[config.mk]
export PLATFORM = sky130hd
export DESIGN_NAME = clk_rst_seq
export DESIGN_NICKNAME = d
export VERILOG_FILES = /design/src/rtl/clk_rst_pkg.sv /design/src/rtl/sync_2ff.sv /design/src/rtl/clk_rst_seq.sv
export SDC_FILE = /design/constraint.sdc
export NUM_CORES = 1
export LEC_CHECK = 0
export ABC_CLOCK_PERIOD_IN_PS = 3600
export BUFFER_PORTS_ARGS = -buffer_cell sky130_fd_sc_hd__buf_2
export CAP_MARGIN = 20
export CORE_ASPECT_RATIO = 1.4
export CORE_UTILIZATION = 45
export CTS_CLUSTER_DIAMETER = 30
export DETAILED_ROUTE_END_ITERATION = 10
export PLACE_DENSITY = 0.68
export SYNTH_ARGS = -nofsm -noshare
export SYNTH_HDL_FRONTEND = slang
export SYNTH_SLANG_ARGS = --single-unit
[constraint.sdc]
create_clock -name clk -period 3.6 [get_ports clk]
set_input_delay 0.72 -clock clk [delete_from_list [all_inputs] [get_ports clk]]
set_output_delay 0.72 -clock clk [all_outputs]
set_load 0.01 [all_outputs]
[src/rtl/clk_rst_pkg.sv]
// Shared types and widths for the PLL clock/reset sequencer.
package clk_rst_pkg;

    localparam int CNT_W   = 16;
    localparam int RETRY_W = 4;

    typedef enum logic [2:0] {
        PLLRST = 3'd0,
        WAIT   = 3'd1,
        HOLD   = 3'd2,
        RUN    = 3'd3,
        STBY   = 3'd4
    } state_e;

    // Saturating increment; the retry count sticks at all-ones instead of wrapping.
    function automatic logic [RETRY_W-1:0] sat_inc(input logic [RETRY_W-1:0] v);
        return (&v) ? v : v + RETRY_W'(1);
    endfunction

endpackage

[src/rtl/sync_2ff.sv]
// Two-flop synchronizer for a single asynchronous level into the clk domain.
module sync_2ff (
    input  logic clk_i,
    input  logic rst_i,
    input  logic d_i,
    output logic q_o
);

    logic meta_q;
    logic sync_q;

    always_ff @(posedge clk_i) begin
        if (rst_i) begin
            meta_q <= 1'b0;
            sync_q <= 1'b0;
        end else begin
            meta_q <= d_i;
            sync_q <= meta_q;
        end
    end

    assign q_o = sync_q;

endmodule

[src/rtl/clk_rst_seq.sv]
// PLL reset/lock sequencer producing the downstream system reset.
// Build option SIM_LOCK_BYPASS_EN forces lock_s high and ignores extlock.
//
// state  | meaning
// PLLRST | PLL held in reset for PLL_RST_CYC cycles
// WAIT   | waiting for lock, retry after TIMEOUT_CYC cycles
// HOLD   | counting HOLD_CYC consecutive locked cycles
// RUN    | locked, system reset released
// STBY   | PLL in standby, system held in reset
module clk_rst_seq
    import clk_rst_pkg::*;
#(
    parameter int PLL_RST_CYC = 16,
    parameter int TIMEOUT_CYC = 50000,
    parameter int HOLD_CYC    = 256
) (
    input  logic               clk,
    input  logic               rst,
    input  logic               extlock,
    input  logic               stdby_req,
    input  logic               lost_clr,
    output logic               pll_reset,
    output logic               pll_stdby,
    output logic               sys_rst_n,
    output logic               locked,
    output logic               lock_lost,
    output logic [RETRY_W-1:0] retry_cnt
);

    localparam logic [CNT_W-1:0] PLL_RST_TC = CNT_W'(PLL_RST_CYC - 1);
    localparam logic [CNT_W-1:0] TIMEOUT_TC = CNT_W'(TIMEOUT_CYC - 1);
    localparam logic [CNT_W-1:0] HOLD_TC    = CNT_W'(HOLD_CYC - 1);

    logic lock_s;

`ifdef SIM_LOCK_BYPASS_EN
    logic unused_extlock;
    assign unused_extlock = extlock;
    assign lock_s         = 1'b1;
`else
    sync_2ff u_lock_sync (
        .clk_i (clk),
        .rst_i (rst),
        .d_i   (extlock),
        .q_o   (lock_s)
    );
`endif

    state_e             state_q, state_d;
    logic [CNT_W-1:0]   cnt_q, cnt_d;
    logic [RETRY_W-1:0] retry_q, retry_d;
    logic               pll_reset_q, pll_reset_d;
    logic               pll_stdby_q, pll_stdby_d;
    logic               run_q, run_d;
    logic               lost_q, lost_d;
    logic               loss;

    always_comb begin
        state_d = state_q;
        cnt_d   = cnt_q + CNT_W'(1);
        retry_d = retry_q;
        loss    = 1'b0;

        case (state_q)
            PLLRST: begin
                if (cnt_q == PLL_RST_TC) state_d = WAIT;
            end
            WAIT: begin
                if (lock_s) begin
                    state_d = HOLD;
                end else if (cnt_q == TIMEOUT_TC) begin
                    state_d = PLLRST;
                    retry_d = sat_inc(retry_q);
                end
            end
            HOLD: begin
                if (!lock_s)               state_d = WAIT;
                else if (cnt_q == HOLD_TC) state_d = RUN;
            end
            RUN: begin
                // Lock loss outranks a simultaneous standby request.
                if (!lock_s) begin
                    state_d = PLLRST;
                    loss    = 1'b1;
                end else if (stdby_req) begin
                    state_d = STBY;
                end
                cnt_d = '0;
            end
            STBY: begin
                if (!stdby_req) state_d = PLLRST;
                cnt_d = '0;
            end
            default: begin
                state_d = PLLRST;
            end
        endcase

        if (state_d != state_q) cnt_d = '0;

        // Outputs are decoded from the next state so they change on the transition edge.
        pll_reset_d = (state_d == PLLRST);
        pll_stdby_d = (state_d == STBY);
        run_d       = (state_d == RUN);
        lost_d      = loss | (lost_q & ~lost_clr);
    end

    always_ff @(posedge clk) begin
        if (rst) begin
            state_q     <= PLLRST;
            cnt_q       <= '0;
            retry_q     <= '0;
            pll_reset_q <= 1'b1;
            pll_stdby_q <= 1'b0;
            run_q       <= 1'b0;
            lost_q      <= 1'b0;
        end else begin
            state_q     <= state_d;
            cnt_q       <= cnt_d;
            retry_q     <= retry_d;
            pll_reset_q <= pll_reset_d;
            pll_stdby_q <= pll_stdby_d;
            run_q       <= run_d;
            lost_q      <= lost_d;
        end
    end

    assign pll_reset = pll_reset_q;
    assign pll_stdby = pll_stdby_q;
    assign sys_rst_n = run_q;
    assign locked    = run_q;
    assign lock_lost = lost_q;
    assign retry_cnt = retry_q;

endmodule

==> flow_metrics.py <==
metrics = {
    "run_status": {
        "status": "finished, final reports clean",
    },
    "floorplanning": {
        "dieArea_sq_um": 3360,
        "start_util_pct": 48.4,
        "core_sq_um": 2910,
        "die_h_um": 68.2,
        "io_pins": 14,
        "placementRows": 23,
        "dieWidth_um": 49.3,
    },
    "layout": {
        "layout_common_cells": "dfxtp_1 (29), nor2_1 (15), buf_2 (13)",
        "fill_cells": 288,
        "final_util_pct": 53.9,
        "post_route_cells_drive_above_1_share_pct": 14.0,
        "final_common_cell": "dfxtp_1",
        "nNetsFinal": 178,
        "insertedDiodeCount": 0,
        "syn_to_final_growth_pct": 11.3,
    },
    "clock_network": {
        "cts_resized": 0,
        "cts_buffer_depth": 2,
        "htree_levels": 2,
        "clk-insertion-delay-late_ns": 0.28,
        "cts_tree": "done",
        "root_buffer": "clkbuf_8",
        "post_cts_buffers": 0,
        "ctsHoldBuffers": 0,
        "clock_sinks": 29,
        "clk_pin_slew_ns": 0.06,
        "cts-buffers-inserted": 5,
    },
    "global_routing": {
        "met1_usage_pct": 20.3,
        "antenna_found_initial": 0,
        "grt_max_degree": 13,
        "busiest_layer": "met2",
        "grt_use_met2_pct": 37.8,
        "grt_pass1_wl_um": 4990,
        "grt_pass1_vias": 1138,
        "overflow": 0,
        "track_usage_pct": 20.0,
        "use_met3_pct": 6.00,
    },
    "placement": {
        "numPortBuffers": 13,
        "dp_hpwl_um": 2160,
        "place_congestion": 0.765,
        "dp_slack_ns": 1.56,
    },
    "sta": {
        "max_freq_mhz": 494,
        "hold_viol": 0,
        "slew_headroom_pct": 51.7,
        "skew_ns": 0.00269,
        "period_minus_slack_ns": 2.02,
        "rsz0062_at_grt": "no",
        "setup_tns_ns": 0,
        "slew_violations": 0,
        "layout_setup_ws_ns": 1.58,
        "worst_pin_slew_ns": 0.723,
        "fin_crit_sh_pct": 56.2,
        "setup_viol_count_final": 0,
    },
    "synthesis": {
        "synth_enable_flop_cells": 0,
        "synth_seq_cells": 29,
        "ys_top_cells_by_area": "dfxtp_1 (41%), xnor2_1 (7.5%), nor4_1 (4.9%)",
        "syn_area_sq_um": 1410,
        "synth_flop_cell": "dfxtp_1",
        "synth-async-reset-ratio_pct": 0,
        "seq_area_frac_synth_pct": 41.2,
        "ys_types": 39,
        "syn-num-nets": 165,
        "synth_warnings": 0,
        "syn-instance-count": 158,
        "synth_top_area_share_pct": 41.2,
        "yosys.area.top_type": "dfxtp_1",
        "postSynthAreaPerCell_sq_um": 8.91,
    },
    "route": {
        "num_vias": 1177,
        "vias_per_cell": 5.63,
        "drt_iter0_drc": 21,
        "avgRoutedWirePerCell_um": 14.0,
        "drc_errors": 0,
        "wirelength_um": 2920,
        "firstDrtPassIters": 4,
        "ant_nets": 0,
    },
    "worst_setup_path": {
        "crit_fanout": 10,
        "cp_num_cells": 5,
        "max_stage_delay_ns": 0.60,
        "cpMaxStageDelayCell": "o21bai_1",
        "cp.required_ns": 3.73,
        "worstRegToRegCells": 5,
        "crit_type": "reg -> reg",
        "cp.arrival_ns": 2.15,
        "crit_path_end_kind": "flip-flop",
        "path_cells": "ha_1 > and3_1 > nand4_1 > o21bai_1 > nor4_1",
        "crit_family": "simple AND/OR/NAND/NOR gates",
        "cp_num_buf_inv": 0,
        "cp-start-kind": "flip-flop",
    },
    "power_and_ir_drop": {
        "p_leak_nw": 0.532,
        "p_per_area_nw_per_um2": 380,
        "peakVddDrop_uv": 299,
    },
    "hold_path": {
        "hold_depth": 1,
        "hold_path.class": "reg -> reg",
    },
    "run": {
        "maxCapViolations": 0,
    },
}
where the power goes:
| group | switching [mW] | internal (mW) | total (mW) | leakage (nW) |
|---|---|---|---|---|
| registers | 0.00376 | 0.325 | 0.329 | 0.235 |
| clock network | 0.113 | 0.137 | 0.250 | 0.0395 |
| logic | 0.00974 | 0.00687 | 0.0166 | 0.258 |
final cells by class:
| type | count | area, sq um | share of cell area [%] |
|---|---|---|---|
| repair buffers | 13 | 65.1 | 4.15 |
| clock buffers | 8 | 80.1 | 5.11 |
| multi-input cells | 113 | 761 | 48.6 |
| flip-flops and latches | 29 | 581 | 37.1 |
| well taps | 37 | 46.3 | 2.96 |
| inverters | 9 | 33.8 | 2.16 |
routing by layer:
| metal | vias to the layer above | share of wire, % |
|---|---|---|
| li1 | 597 | - |
| met4 | 0 | 1.8 |
| met2 | 21 | 52 |
| met1 | 553 | 42 |
| met3 | 6 | 3.8 |
| met5 | - | 0 |
synth_stat cells (3+ instances only):
| master | count |
|---|---|
| nand4_1 | 5 |
| nor4_1 | 11 |
| or4_1 | 3 |
| nor2b_1 | 4 |
| dfxtp_1 | 29 |
| nand3_1 | 10 |
| a21oi_1 | 6 |
| xnor2_1 | 12 |
| nor2_1 | 15 |
| inv_1 | 9 |
| o21ai_0 | 4 |
| clkbuf_1 | 4 |
| nor3_1 | 6 |
| nand2_1 | 6 |
through the flow:
stage               instances  hold slack [ns]  cell area (sq um)  power (mW)
floorplan                 158            0.414               1410       0.346
global placement          201            0.426               1490       0.351
detailed placement        201            0.446               1490       0.352
CTS                       209            0.460               1570       0.602
global route              209            0.476               1570       0.620
finish                    209            0.456               1570       0.595
kinds of logic after synthesis:
group / share of synthesized area [%]
buffers and inverters: 4.71
adders and majority gates: 1.78
xor gates and xnor gates: 8.71
and+or+nand+nor: 34.6
AOI/OAI and AO/OA: 8.27
DFF: 41.2
muxes: 0.711
flip-flops by register name (all words and copies together) (netlist names):
register and cells:
state_q 3, u_lock_sync.q_o 1, retry_cnt 4, pll_reset 1, pll_stdby 1, cnt_q 16
locked 1, lock_lost 1, u_lock_sync.meta_q 1
final timing paths:
path                                    startpoint         endpoint  slack, ns
worst max-delay path                      cnt_q[0]         cnt_q[3]       1.58
worst min register to register  u_lock_sync.meta_q  u_lock_sync.q_o       0.46
worst min-delay path            u_lock_sync.meta_q  u_lock_sync.q_o       0.46
worst max register to register            cnt_q[0]         cnt_q[3]       1.58
(Power assumes the default switching activity.)
